$ cat src/rtl/count_step_monitor_if.sv
// Bundle between an up/down counter and count_step_monitor.
// The irq signal exists only when COUNT_MON_IRQ_EN is defined.
interface count_step_monitor_if #(
  parameter int N     = 3,
  parameter int LAP_W = 8
);
  logic             clr;
  logic             cnt_vld;
  logic [N-1:0]     cnt_in;
  logic             dir;
  logic             wrap_pulse;
  logic [LAP_W-1:0] lap_cnt;
  logic             fault;
`ifdef COUNT_MON_IRQ_EN
  logic             irq;
`endif

  modport master (
    output clr, cnt_vld, cnt_in,
`ifdef COUNT_MON_IRQ_EN
    input  irq,
`endif
    input  dir, wrap_pulse, lap_cnt, fault
  );

  modport slave (
    input  clr, cnt_vld, cnt_in,
`ifdef COUNT_MON_IRQ_EN
    output irq,
`endif
    output dir, wrap_pulse, lap_cnt, fault
  );
endinterface

$ cat src/rtl/count_step_monitor.sv
// Classifies each valid count sample as hold/+1/-1/illegal, tracks direction, wraps and laps.
// Optional lap-threshold interrupt is built when COUNT_MON_IRQ_EN is defined.
module count_step_monitor #(
  parameter int N     = 3,
  parameter int LAP_W = 8
`ifdef COUNT_MON_IRQ_EN
  , parameter int IRQ_LAPS = 4
`endif
) (
  input  logic               clk,
  input  logic               reset,
  count_step_monitor_if.slave mon
);

  typedef enum logic [2:0] {IDLE, SYNC, UP, DOWN, FAULT} state_t;

  localparam logic [N-1:0] CNT_MAX = '1;
  localparam logic [N-1:0] STEP_UP = N'(1);
  localparam logic [N-1:0] STEP_DN = '1;

  state_t           state_q, state_d;
  logic [N-1:0]     prev_q, prev_d;
  logic             wrap_q, wrap_d;
  logic [LAP_W-1:0] lap_q, lap_d;
  logic [N-1:0]     step;
  logic             is_wrap;

  // Modulo-2^N difference; no sign extension on purpose.
  assign step = mon.cnt_in - prev_q;

  always_ff @(posedge clk or posedge reset) begin
    if (reset) begin
      state_q <= IDLE;
      prev_q  <= '0;
      wrap_q  <= 1'b0;
      lap_q   <= '0;
    end else begin
      state_q <= state_d;
      prev_q  <= prev_d;
      wrap_q  <= wrap_d;
      lap_q   <= lap_d;
    end
  end

  always_comb begin
    state_d = state_q;
    prev_d  = prev_q;
    wrap_d  = 1'b0;
    lap_d   = lap_q;
    is_wrap = 1'b0;
    if (mon.clr) begin
      state_d = IDLE;
      prev_d  = '0;
      lap_d   = '0;
    end else if (mon.cnt_vld) begin
      case (state_q)
        IDLE: begin
          prev_d  = mon.cnt_in;
          state_d = SYNC;
        end
        SYNC, UP, DOWN: begin
          if (step == STEP_UP) begin
            state_d = UP;
            prev_d  = mon.cnt_in;
            is_wrap = (prev_q == CNT_MAX) && (mon.cnt_in == '0);
          end else if (step == STEP_DN) begin
            state_d = DOWN;
            prev_d  = mon.cnt_in;
            is_wrap = (prev_q == '0) && (mon.cnt_in == CNT_MAX);
          end else if (step == '0) begin
            prev_d  = mon.cnt_in;
          end else begin
            // prev is left as-is: FAULT never looks at it again before clr/reset.
            state_d = FAULT;
          end
        end
        default: begin
        end
      endcase
    end
    if (is_wrap) begin
      wrap_d = 1'b1;
      if (lap_q != '1) lap_d = lap_q + LAP_W'(1);
    end
  end

  assign mon.dir        = (state_q == DOWN);
  assign mon.fault      = (state_q == FAULT);
  assign mon.wrap_pulse = wrap_q;
  assign mon.lap_cnt    = lap_q;

`ifdef COUNT_MON_IRQ_EN
  logic irq_q, irq_d;

  // Saturation means lap_cnt can cross the threshold at most once per epoch.
  always_comb begin
    irq_d = 1'b0;
    if (!mon.clr && is_wrap && (lap_q != '1) && (32'(lap_q) == 32'(IRQ_LAPS - 1)))
      irq_d = 1'b1;
  end

  always_ff @(posedge clk or posedge reset) begin
    if (reset) irq_q <= 1'b0;
    else       irq_q <= irq_d;
  end

  assign mon.irq = irq_q;
`endif

endmodule

$ cat src/flat_wrapper.sv
// flat-port wrapper written by rule: the top's interface ports become plain ports
module count_step_monitor_flat 
#(
  parameter int N     = 3,
  parameter int LAP_W = 8

)
  (clk, reset, mon_clr, mon_cnt_vld, mon_cnt_in, mon_dir, mon_wrap_pulse, mon_lap_cnt, mon_fault);
  count_step_monitor_if #(.N(N), .LAP_W(LAP_W)) mon_i ();
  input  logic clk;
  input  logic reset;
  input wire logic [$bits(mon_i.clr)-1:0] mon_clr;
  input wire logic [$bits(mon_i.cnt_vld)-1:0] mon_cnt_vld;
  input wire logic [$bits(mon_i.cnt_in)-1:0] mon_cnt_in;
  output wire logic [$bits(mon_i.dir)-1:0] mon_dir;
  output wire logic [$bits(mon_i.wrap_pulse)-1:0] mon_wrap_pulse;
  output wire logic [$bits(mon_i.lap_cnt)-1:0] mon_lap_cnt;
  output wire logic [$bits(mon_i.fault)-1:0] mon_fault;
  assign mon_i.clr = mon_clr;
  assign mon_i.cnt_vld = mon_cnt_vld;
  assign mon_i.cnt_in = mon_cnt_in;
  assign mon_dir = mon_i.dir;
  assign mon_wrap_pulse = mon_i.wrap_pulse;
  assign mon_lap_cnt = mon_i.lap_cnt;
  assign mon_fault = mon_i.fault;
  count_step_monitor #(.N(N), .LAP_W(LAP_W)) u_core (.clk(clk), .reset(reset), .mon(mon_i));
endmodule
$ cat config.mk
export PLATFORM = sky130hd
export DESIGN_NAME = count_step_monitor_flat
export DESIGN_NICKNAME = d
export VERILOG_FILES = /design/src/rtl/count_step_monitor_if.sv /design/src/rtl/count_step_monitor.sv /design/src/flat_wrapper.sv
export SDC_FILE = /design/constraint.sdc
export NUM_CORES = 1
export LEC_CHECK = 0
export CAP_MARGIN = 20
export CORE_MARGIN = 4
export CORE_UTILIZATION = 40
export DETAILED_ROUTE_END_ITERATION = 6
export PLACE_DENSITY = 0.7
export SETUP_SLACK_MARGIN = 0.2
export SYNTH_ARGS = -nofsm -noshare
export SYNTH_HDL_FRONTEND = slang
export SYNTH_SLANG_ARGS = --single-unit
$ cat constraint.sdc
create_clock -name clk -period 5.13 [get_ports clk]
set_input_delay 0.7695 -clock clk [delete_from_list [all_inputs] [get_ports clk]]
set_output_delay 0.7695 -clock clk [all_outputs]
set_load 0.05 [all_outputs]
* Word level (Yosys, flattened, before mapping)
Index checks and enable logic that the tools add are counted.
Storage, ports and cells: output and inout bits 11, bits of input ports 7, register bits after elaboration 15, logic and storage cells 49
Operators by class: reduce and logical (&&, ||, !) cells 11, multiplexer cells 21, eq/ne operators 11, add/subtract/negate cells 2
Operators with widths (number):
- two-way mux 3 bit | 10
- two-way mux 8 bit | 3
- equality test 3 bit, second input constant | 4
- zero test 3 bit | 4
- case mux 3 bit (2 select lines) | 2
- adder 8 x 1 -> 8 bit, second input constant | 1
- != test 8 bit, second input constant | 1
- equality test 3 x 1 -> 1 bit, second input constant | 2
- equality test 3 x 2 -> 1 bit, second input constant | 2
- two-way mux 1 bit | 6
- AND reduction 3 bit | 2
- != test 5 x 2 -> 1 bit, second input constant | 1
- != test 5 x 3 -> 1 bit, second input constant | 1
- nonzero test 3 bit | 1
- OR reduction 3 bit | 1
- subtractor 3 bit | 1
- logical AND 1 bit | 2
- nonzero test 2 bit | 1

* Depth between registers and ports, before layout
Gate-level depths: netlist (run 1).
word-level depth 8, depth in mapped cells 9

* Worst setup path after synthesis (run 1)
OpenSTA, ideal clock, no wires.
kind input-to-reg, start in mon_cnt_in[0], end reg u_core.lap_q[4], in the netlist u_core.mon.lap_cnt[4], library setup time 0.124 ns, setup slack 2.334 ns, data required time 5.006 ns, arrival 2.672 ns, stages on the path 9, buffers on the path 0, cells stage by stage inv_1 > ha_1 > fa_1 > nor2b_1 > and4_4 > o2111ai_4 > inv_4 > a21oi_2 > a211o_1
On the way: cells in the longest elaborated chain, start to end 8, elaborated cells between the ends (all ways) 13
Ends and longest elaborated chain:
- start, declared | line flat_wrapper.sv:14 | input wire logic [$bits(mon_i.cnt_in)-1:0] mon_cnt_in;
- subtractor 3 bit / equality test 3 bit (equally long branches) | line count_step_monitor.sv:29, count_step_monitor.sv:69
- equality test 3 bit / logical AND 1 bit (equally long branches) | line count_step_monitor.sv:66, count_step_monitor.sv:69
- two-way mux 1 bit | line count_step_monitor.sv:66 | end else if (step == STEP_DN) begin
- two-way mux 1 bit * | line count_step_monitor.sv:62 | if (step == STEP_UP) begin
- two-way mux 1 bit * | line count_step_monitor.sv:56 | case (state_q)
- two-way mux 1 bit * | line count_step_monitor.sv:55 | end else if (mon.cnt_vld) begin
- two-way mux 1 bit * | line count_step_monitor.sv:51 | if (mon.clr) begin
- named net u_core.is_wrap | line count_step_monitor.sv:26 | logic is_wrap;
- two-way mux 8 bit * | line count_step_monitor.sv:81 | if (is_wrap) begin
- named net u_core.lap_d[4] | line count_step_monitor.sv:24 | logic [LAP_W-1:0] lap_q, lap_d;
- end signal, assigned | line count_step_monitor.sv:41 | lap_q <= lap_d;
- end, declared | line count_step_monitor.sv:24
Mark *: on every way through the listed nets, which the timed path passes. The rest lies on a longest branch. A chain may end at the register's enable or synchronous reset.

* Final worst setup path (run 1)
Same ends and word-level chain as after synthesis.

==> impl_metrics.yaml, run 1 <==
run_status:
  status: "finished clean"
route:
  detail-route-antenna-nets: 0
  vias: 817
  dr.pass1.iters: 4
  drc_errors: 0
  avgRoutedWirePerCell_um: 14.31
  vias_per_cell: 5.483
  drt_wl_total_mm: 2.132
  first_iter_violations: 20
pwr:
  p_sw_share_pct: 36.95
  seq_power_share_pct: 41.0
  p_leak_nw: 0.5814
  pwr-share-clk_pct: 18.6
  power_w: 0.0003605
  p_int_w: 0.0002273
  comb_power_share_pct: 40.3
  p_sw_w: 0.0001332
  power_density_mw_per_mm2: 295.8
  ir_drop_v: 0.0002514
global_routing:
  use_met2_pct: 21.13
  grt_max_degree: 16
  grt_overflow_total: 0
  gr-usage-met3_pct: 4.232
  grt.busiest_layer: "met2"
  grtUsageMet1_pct: 20.25
  antenna_found_initial: 0
  grtUsageTotal_pct: 14.69
  first_global_vias: 822
  grt_pass1_wl_mm: 3.801
finish:
  multi_input_area_um2: 579.3
  syn2layout_area_growth_pct: 22.98
  final_common_cell: "clkdlybuf4s50_1"
  diodes: 0
  layout-drive-gt1-share_pct: 10.74
  design_area_mm2: 0.001219
  area.sequential_um2: 375.4
  layout_common_cells: "clkdlybuf4s50_1 (17), dfrtp_1 (15), and3_1 (9)"
  fin_nets: 132
  fin_util_pct: 53.55
  fillers: 208
floorplanning:
  rows: 17
  initial_core_util_pct: 43.54
  core_area_mm2: 0.002276
  die-area_mm2: 0.003338
  ioPinCount: 18
  die_y_um: 57.78
  die_w_um: 57.78
setup_path:
  cp-endpoint: "u_core.mon.lap_cnt[4]"
  critPathKind: "in -> reg"
  path_cells: "clkdlybuf4s50_1 > inv_1 > ha_1 > fa_1 > nor2b_1 > and4_4 > o2111ai_4 > inv_4 > a21oi_2 > a211o_1"
  crit_required_ns: 5.31
  regToRegSetupSlack_ns: 2.55
  r2r-end: "u_core.mon.lap_cnt[4]"
  max_stage_delay_ns: 0.61
  worst-path-stages: 10
  critPathTopFamily: "adder cells"
  critical_path_buf_inv_count: 3
  startpoint: "mon_cnt_in[0]"
  cp_max_fo: 8
  cp-start-kind: "input port"
  r2r_cells: 8
  end_kind: "flop"
  cp_data_arrival_time_ns: 3.39
  crit_slowest_cell: "fa_1"
  reg2reg_from: "u_core.prev_q[0]"
clocking:
  ctsHtreeMaxLevel: 1
  cts.path.max_buffers: 2
  postCtsSetupBuffers: 0
  cts_tree: "done"
  cts.clk_slew.worst_paths_ns: 0.09
  clk_latency_ns: 0.29
  cts.sinks: 15
  cts_resized: 0
  cts_buffers: 3
  postCtsHoldBufs: 0
  root_buffer: "clkbuf_4"
timing:
  rsz0062_at_grt: "no"
  max_freq_ghz: 0.3111
  drv_slew: 0
  fin_hold_ws_ns: 0.5526
  report.final.setup_viol: 0
  skew_ns: 0.01007
  setup_tns_ns: 0
  worstMarginPinSlew_ns: 0.5689
  fin_crit_ns: 3.214
  relSlewSlack_pct: 62.03
  post-route-period-util_pct: 62.65
  hold_viol: 0
synth:
  avgSynthCellArea_um2: 9.811
  synth_fp_nets: 111
  synth_ff_type: "dfrtp_1"
  synthDistinctLibCells: 39
  yosys_warnings: 0
  ys_ff_latch: 15
  yosysSeqAreaShare_pct: 37.88
  syn_area_um2: 991.0
  synth-edff-count: 0
  async_flop_share_pct: 100.0
  syn_inst: 101
placement:
  routabilityCongestion: 0.8423
  place_area_mm2: 0.001192
  portBuffers: 17
  dp.final_hpwl_mm: 1.644
min_path:
  hp-class: "reg -> reg"
flow_run:
  maxCapViolations: 0
==> tightest hold or removal path, stage by stage, from the launching register on <==
cell,delay (ns)
dfrtp_1,0.38
a21oi_1,0.05
nor2_1,0.08
==> metal layers <==
metal / vias to the layer above / wire (µm) / share of wire, %
met1: 370 / 1033 / 48
met4: 0 / 54 / 2.5
met5: - / 0 / 0
met3: 7 / 109 / 5.1
met2: 26 / 935 / 44
li1: 414 / - / -
==> sequential cells by signal, summed over array words and instances (netlist names) <==
register / cells
u_core.state_q: 3
u_core.prev_q: 3
u_core.mon.lap_cnt: 8
u_core.mon.wrap_pulse: 1
==> cell usage after synthesis, types with 2 or more instances <==
| cell | number | area [µm²] |
|---|---|---|
| mux2_1 | 2 | 22.52 |
| or3_1 | 3 | 18.77 |
| nor2_1 | 7 | 26.28 |
| nand2_1 | 5 | 18.77 |
| dfrtp_1 | 15 | 375.4 |
| a21oi_1 | 5 | 25.02 |
| a31o_1 | 2 | 17.52 |
| nand3_1 | 8 | 40.04 |
| a21o_1 | 2 | 15.01 |
| nor3_1 | 3 | 15.01 |
| nand2b_1 | 2 | 12.51 |
| ha_1 | 2 | 25.02 |
| inv_1 | 7 | 26.28 |
| o211ai_1 | 4 | 30.03 |
| and3_1 | 9 | 56.30 |
| nor2b_1 | 2 | 12.51 |
==> how the worst min path moves through the flow <==
stage,startpoint,endpoint,slack [ns],cells past startpoint
5_1_grt,u_core.prev_q[0],u_core.prev_q[0],0.60,1
6_report,u_core.state_q[2],u_core.state_q[2],0.55,2
3_5_place_dp,u_core.prev_q[0],u_core.prev_q[0],0.54,1
4_1_cts,u_core.prev_q[0],u_core.prev_q[0],0.56,1
2_1_floorplan,u_core.prev_q[0],u_core.prev_q[0],0.49,1
3_3_place_gp,u_core.prev_q[0],u_core.prev_q[0],0.52,1
==> power groups by stage <==
stage / combinational (W) / clock (W) / sequential (W)
after global placement: 0.000145 / 0 / 0.000149
after detailed placement: 0.000145 / 0 / 0.000150
final: 0.000145 / 0.0000672 / 0.000148
after global routing: 0.000162 / 0.0000751 / 0.000151
after CTS: 0.000147 / 0.0000714 / 0.000148
after floorplan: 0.000119 / 0 / 0.000146
==> through the flow <==
step / cells / worst slack [ns]
floorplan: 101 / 2.334
global placement: 145 / 1.722
detailed placement: 145 / 1.651
CTS: 149 / 1.940
global route: 149 / 1.799
finish: 149 / 1.916
==> area by class of cell <==
cell class / instances / share of cell area (%)
Tap cell: 28 / 2.875
Inverter: 8 / 2.669
Clock buffer: 4 / 2.156
Sequential cell: 15 / 30.80
Timing Repair Buffer: 17 / 13.96
Multi-Input combinational cell: 77 / 47.54
==> cell families (layout without fill, tap and decap cells) <==
kind of cell    after synthesis  after routing  synth area share (%)
compound gates               24             24                 20.96
fa+ha+maj                     3              3                 4.545
buf+inv                       9             29                 3.662
flops                        15             15                 37.88
xor+xnor                      3              3                 4.925
mux                           3              3                 3.409
simple gates                 44             44                 24.62
Note: power is estimated with default switching activity, not from simulation.
==> run 2: changes to the inputs <==
Clock period 5.13 ns to 3.3 ns, I/O delays scaled along.
==> run 2 against run 1 <==
  * Critical path depth unchanged
  * Sequential share of layout area decreased by 0.19 points
  * Via count increased by 2.1%
  * Total power is 58% higher
  * First-iteration DRC count up 15%
  * Non-clock buffer count grew 1
  * Die area did not move
  * Count of clock-buffer cells in the layout is the same
  * Critical endpoint unchanged
  * Highest routed layer unchanged
==> impl_metrics.yaml, run 2 (synthesized netlist as in run 1, its figures left out) <==
run_status:
  status: "finished clean"
clocking:
  cts.clk_slew.worst_paths_ns: 0.09
  postCtsHoldBufs: 0
  root_buffer: "clkbuf_4"
  cts_resized: 0
  cts_tree: "done"
  clk_latency_ns: 0.29
  cts_buffers: 3
  ctsHtreeMaxLevel: 1
  cts.sinks: 15
  cts.path.max_buffers: 2
  postCtsSetupBuffers: 0
timing:
  setup_tns_ns: 0
  max_freq_ghz: 0.3550
  worstMarginPinSlew_ns: 0.5826
  relSlewSlack_pct: 61.12
  drv_slew: 0
  hold_viol: 0
  report.final.setup_viol: 0
  rsz0062_at_grt: "no"
  fin_crit_ns: 2.817
  skew_ns: 0.008870
  post-route-period-util_pct: 85.35
global_routing:
  grt_max_degree: 16
  gr-usage-met3_pct: 4.454
  use_met2_pct: 21.94
  grt.busiest_layer: "met2"
  grtUsageTotal_pct: 13.68
  first_global_vias: 802
  grt_pass1_wl_mm: 3.581
  antenna_found_initial: 0
  grtUsageMet1_pct: 18.22
  grt_overflow_total: 0
floorplanning:
  die_w_um: 57.78
  core_area_mm2: 0.002276
  die_y_um: 57.78
  rows: 17
  initial_core_util_pct: 43.54
  die-area_mm2: 0.003338
  ioPinCount: 18
finish:
  layout_common_cells: "clkdlybuf4s50_1 (17), dfrtp_1 (15), and3_1 (9)"
  diodes: 0
  final_common_cell: "clkdlybuf4s50_1"
  largest_reg_flops: 8
  multi_input_area_um2: 579.3
  fin_nets: 133
  layout-drive-gt1-share_pct: 11.48
  fillers: 199
  area.sequential_um2: 375.4
  syn2layout_area_growth_pct: 23.74
route:
  drt_wl_total_mm: 2.129
  vias: 834
  vias_per_cell: 5.560
  dr.pass1.iters: 4
  first_iter_violations: 23
  avgRoutedWirePerCell_um: 14.19
  detail-route-antenna-nets: 0
  drc_errors: 0
pwr:
  p_leak_nw: 0.5862
  power_w: 0.0005687
  seq_power_share_pct: 40.3
  p_sw_share_pct: 36.98
  p_int_w: 0.0003584
  ir_drop_v: 0.0003390
  power_density_mw_per_mm2: 463.8
  p_sw_w: 0.0002103
  pwr-share-clk_pct: 18.3
  comb_power_share_pct: 41.4
setup_path:
  crit_required_ns: 3.48
  cp_data_arrival_time_ns: 3.00
  path_cells: "clkdlybuf4s50_1 > inv_1 > ha_1 > fa_1 > xnor3_2 > a211oi_2 > o2111ai_4 > inv_4 > a21oi_2 > a211o_1"
  critPathTopFamily: "compound AO/OA/AOI/OAI gates"
  crit_slowest_cell: "clkdlybuf4s50_1"
  cp_max_fo: 8
  critical_path_buf_inv_count: 3
  end_kind: "flop"
  max_stage_delay_ns: 0.50
  cp-start-kind: "input port"
  critPathKind: "in -> reg"
min_path:
  hp-class: "reg -> reg"
placement:
  portBuffers: 17
  routabilityCongestion: 0.7903
  dp.final_hpwl_mm: 1.672
flow_run:
  maxCapViolations: 0
==> run 2: changes by cell type in the layout (fill, tap and decap cells not counted) <==
| cell | change |
|---|---|
| buf_4 | +1 |
==> run 2: worst register-to-register path: cells and delay by family, from the launching register on <==
kind | cells | cell delay (ns)
buffers and inverters | 1 | 0.14
adders and majority gates | 2 | 0.58
DFF | 1 | 0.42
xor gates and xnor gates | 1 | 0.31
AOI/OAI and AO/OA | 4 | 0.91
==> run 2: per-layer routing <==
| metal | vias to the layer above | routed length, µm |
|---|---|---|
| met3 | 2 | 116 |
| met5 | - | 0 |
| li1 | 415 | - |
| met1 | 398 | 1022 |
| met2 | 19 | 972 |
| met4 | 0 | 17 |
==> run 2: cell type report <==
cell class / count / area share (%)
Timing Repair Buffer: 18 / 14.49
Inverter: 8 / 2.653
Multi-Input combinational cell: 77 / 47.24
Tap cell: 28 / 2.857
Clock buffer: 4 / 2.143
Sequential cell: 15 / 30.61
==> run 2: worst paths after layout <==
check | slack [ns] | start | depth (start not counted) | endpoint
setup / recovery | 0.48 | mon_cnt_in[0] | 10 | u_core.mon.lap_cnt[4]
hold / removal | 0.55 | u_core.state_q[2] | 2 | u_core.state_q[2]
setup reg to reg | 0.84 | u_core.prev_q[0] | 8 | u_core.mon.lap_cnt[4]
hold reg to reg | 0.55 | u_core.state_q[2] | 2 | u_core.state_q[2]
max in group asynchronous | 2.35 | reset | 2 | u_core.state_q[1]
min in group asynchronous | 0.56 | reset | 2 | u_core.mon.lap_cnt[6]
==> run 2: power groups by stage <==
| stage | logic [W] | clock network (W) | registers, W |
|---|---|---|---|
| finish | 0.000236 | 0.000104 | 0.000229 |
| global route | 0.000257 | 0.000116 | 0.000234 |
| CTS | 0.000236 | 0.000107 | 0.000229 |
| detailed placement | 0.000235 | 0 | 0.000232 |
| global placement | 0.000232 | 0 | 0.000232 |
| floorplan | 0.000184 | 0 | 0.000227 |
==> run 2: metrics by stage <==
step	setup slack (ns)	hold WS (ns)	utilization [%]	instances	instance area (µm²)
after floorplan	0.7783	0.3965	-	101	991.0
after global routing	0.3537	0.5989	53.88	150	1226
after detailed placement	0.1732	0.5374	52.72	146	1200
final	0.4833	0.5490	53.88	150	1226
after CTS	0.4840	0.5568	53.88	150	1226
after global placement	0.2319	0.5326	52.72	146	1200
==> run 3: changes to the inputs <==
Settings changed: HOLD_SLACK_MARGIN from default to 0.02.
==> results of run 3 <==
No change in the layout: final DEF, timing and power equal those of run 2.
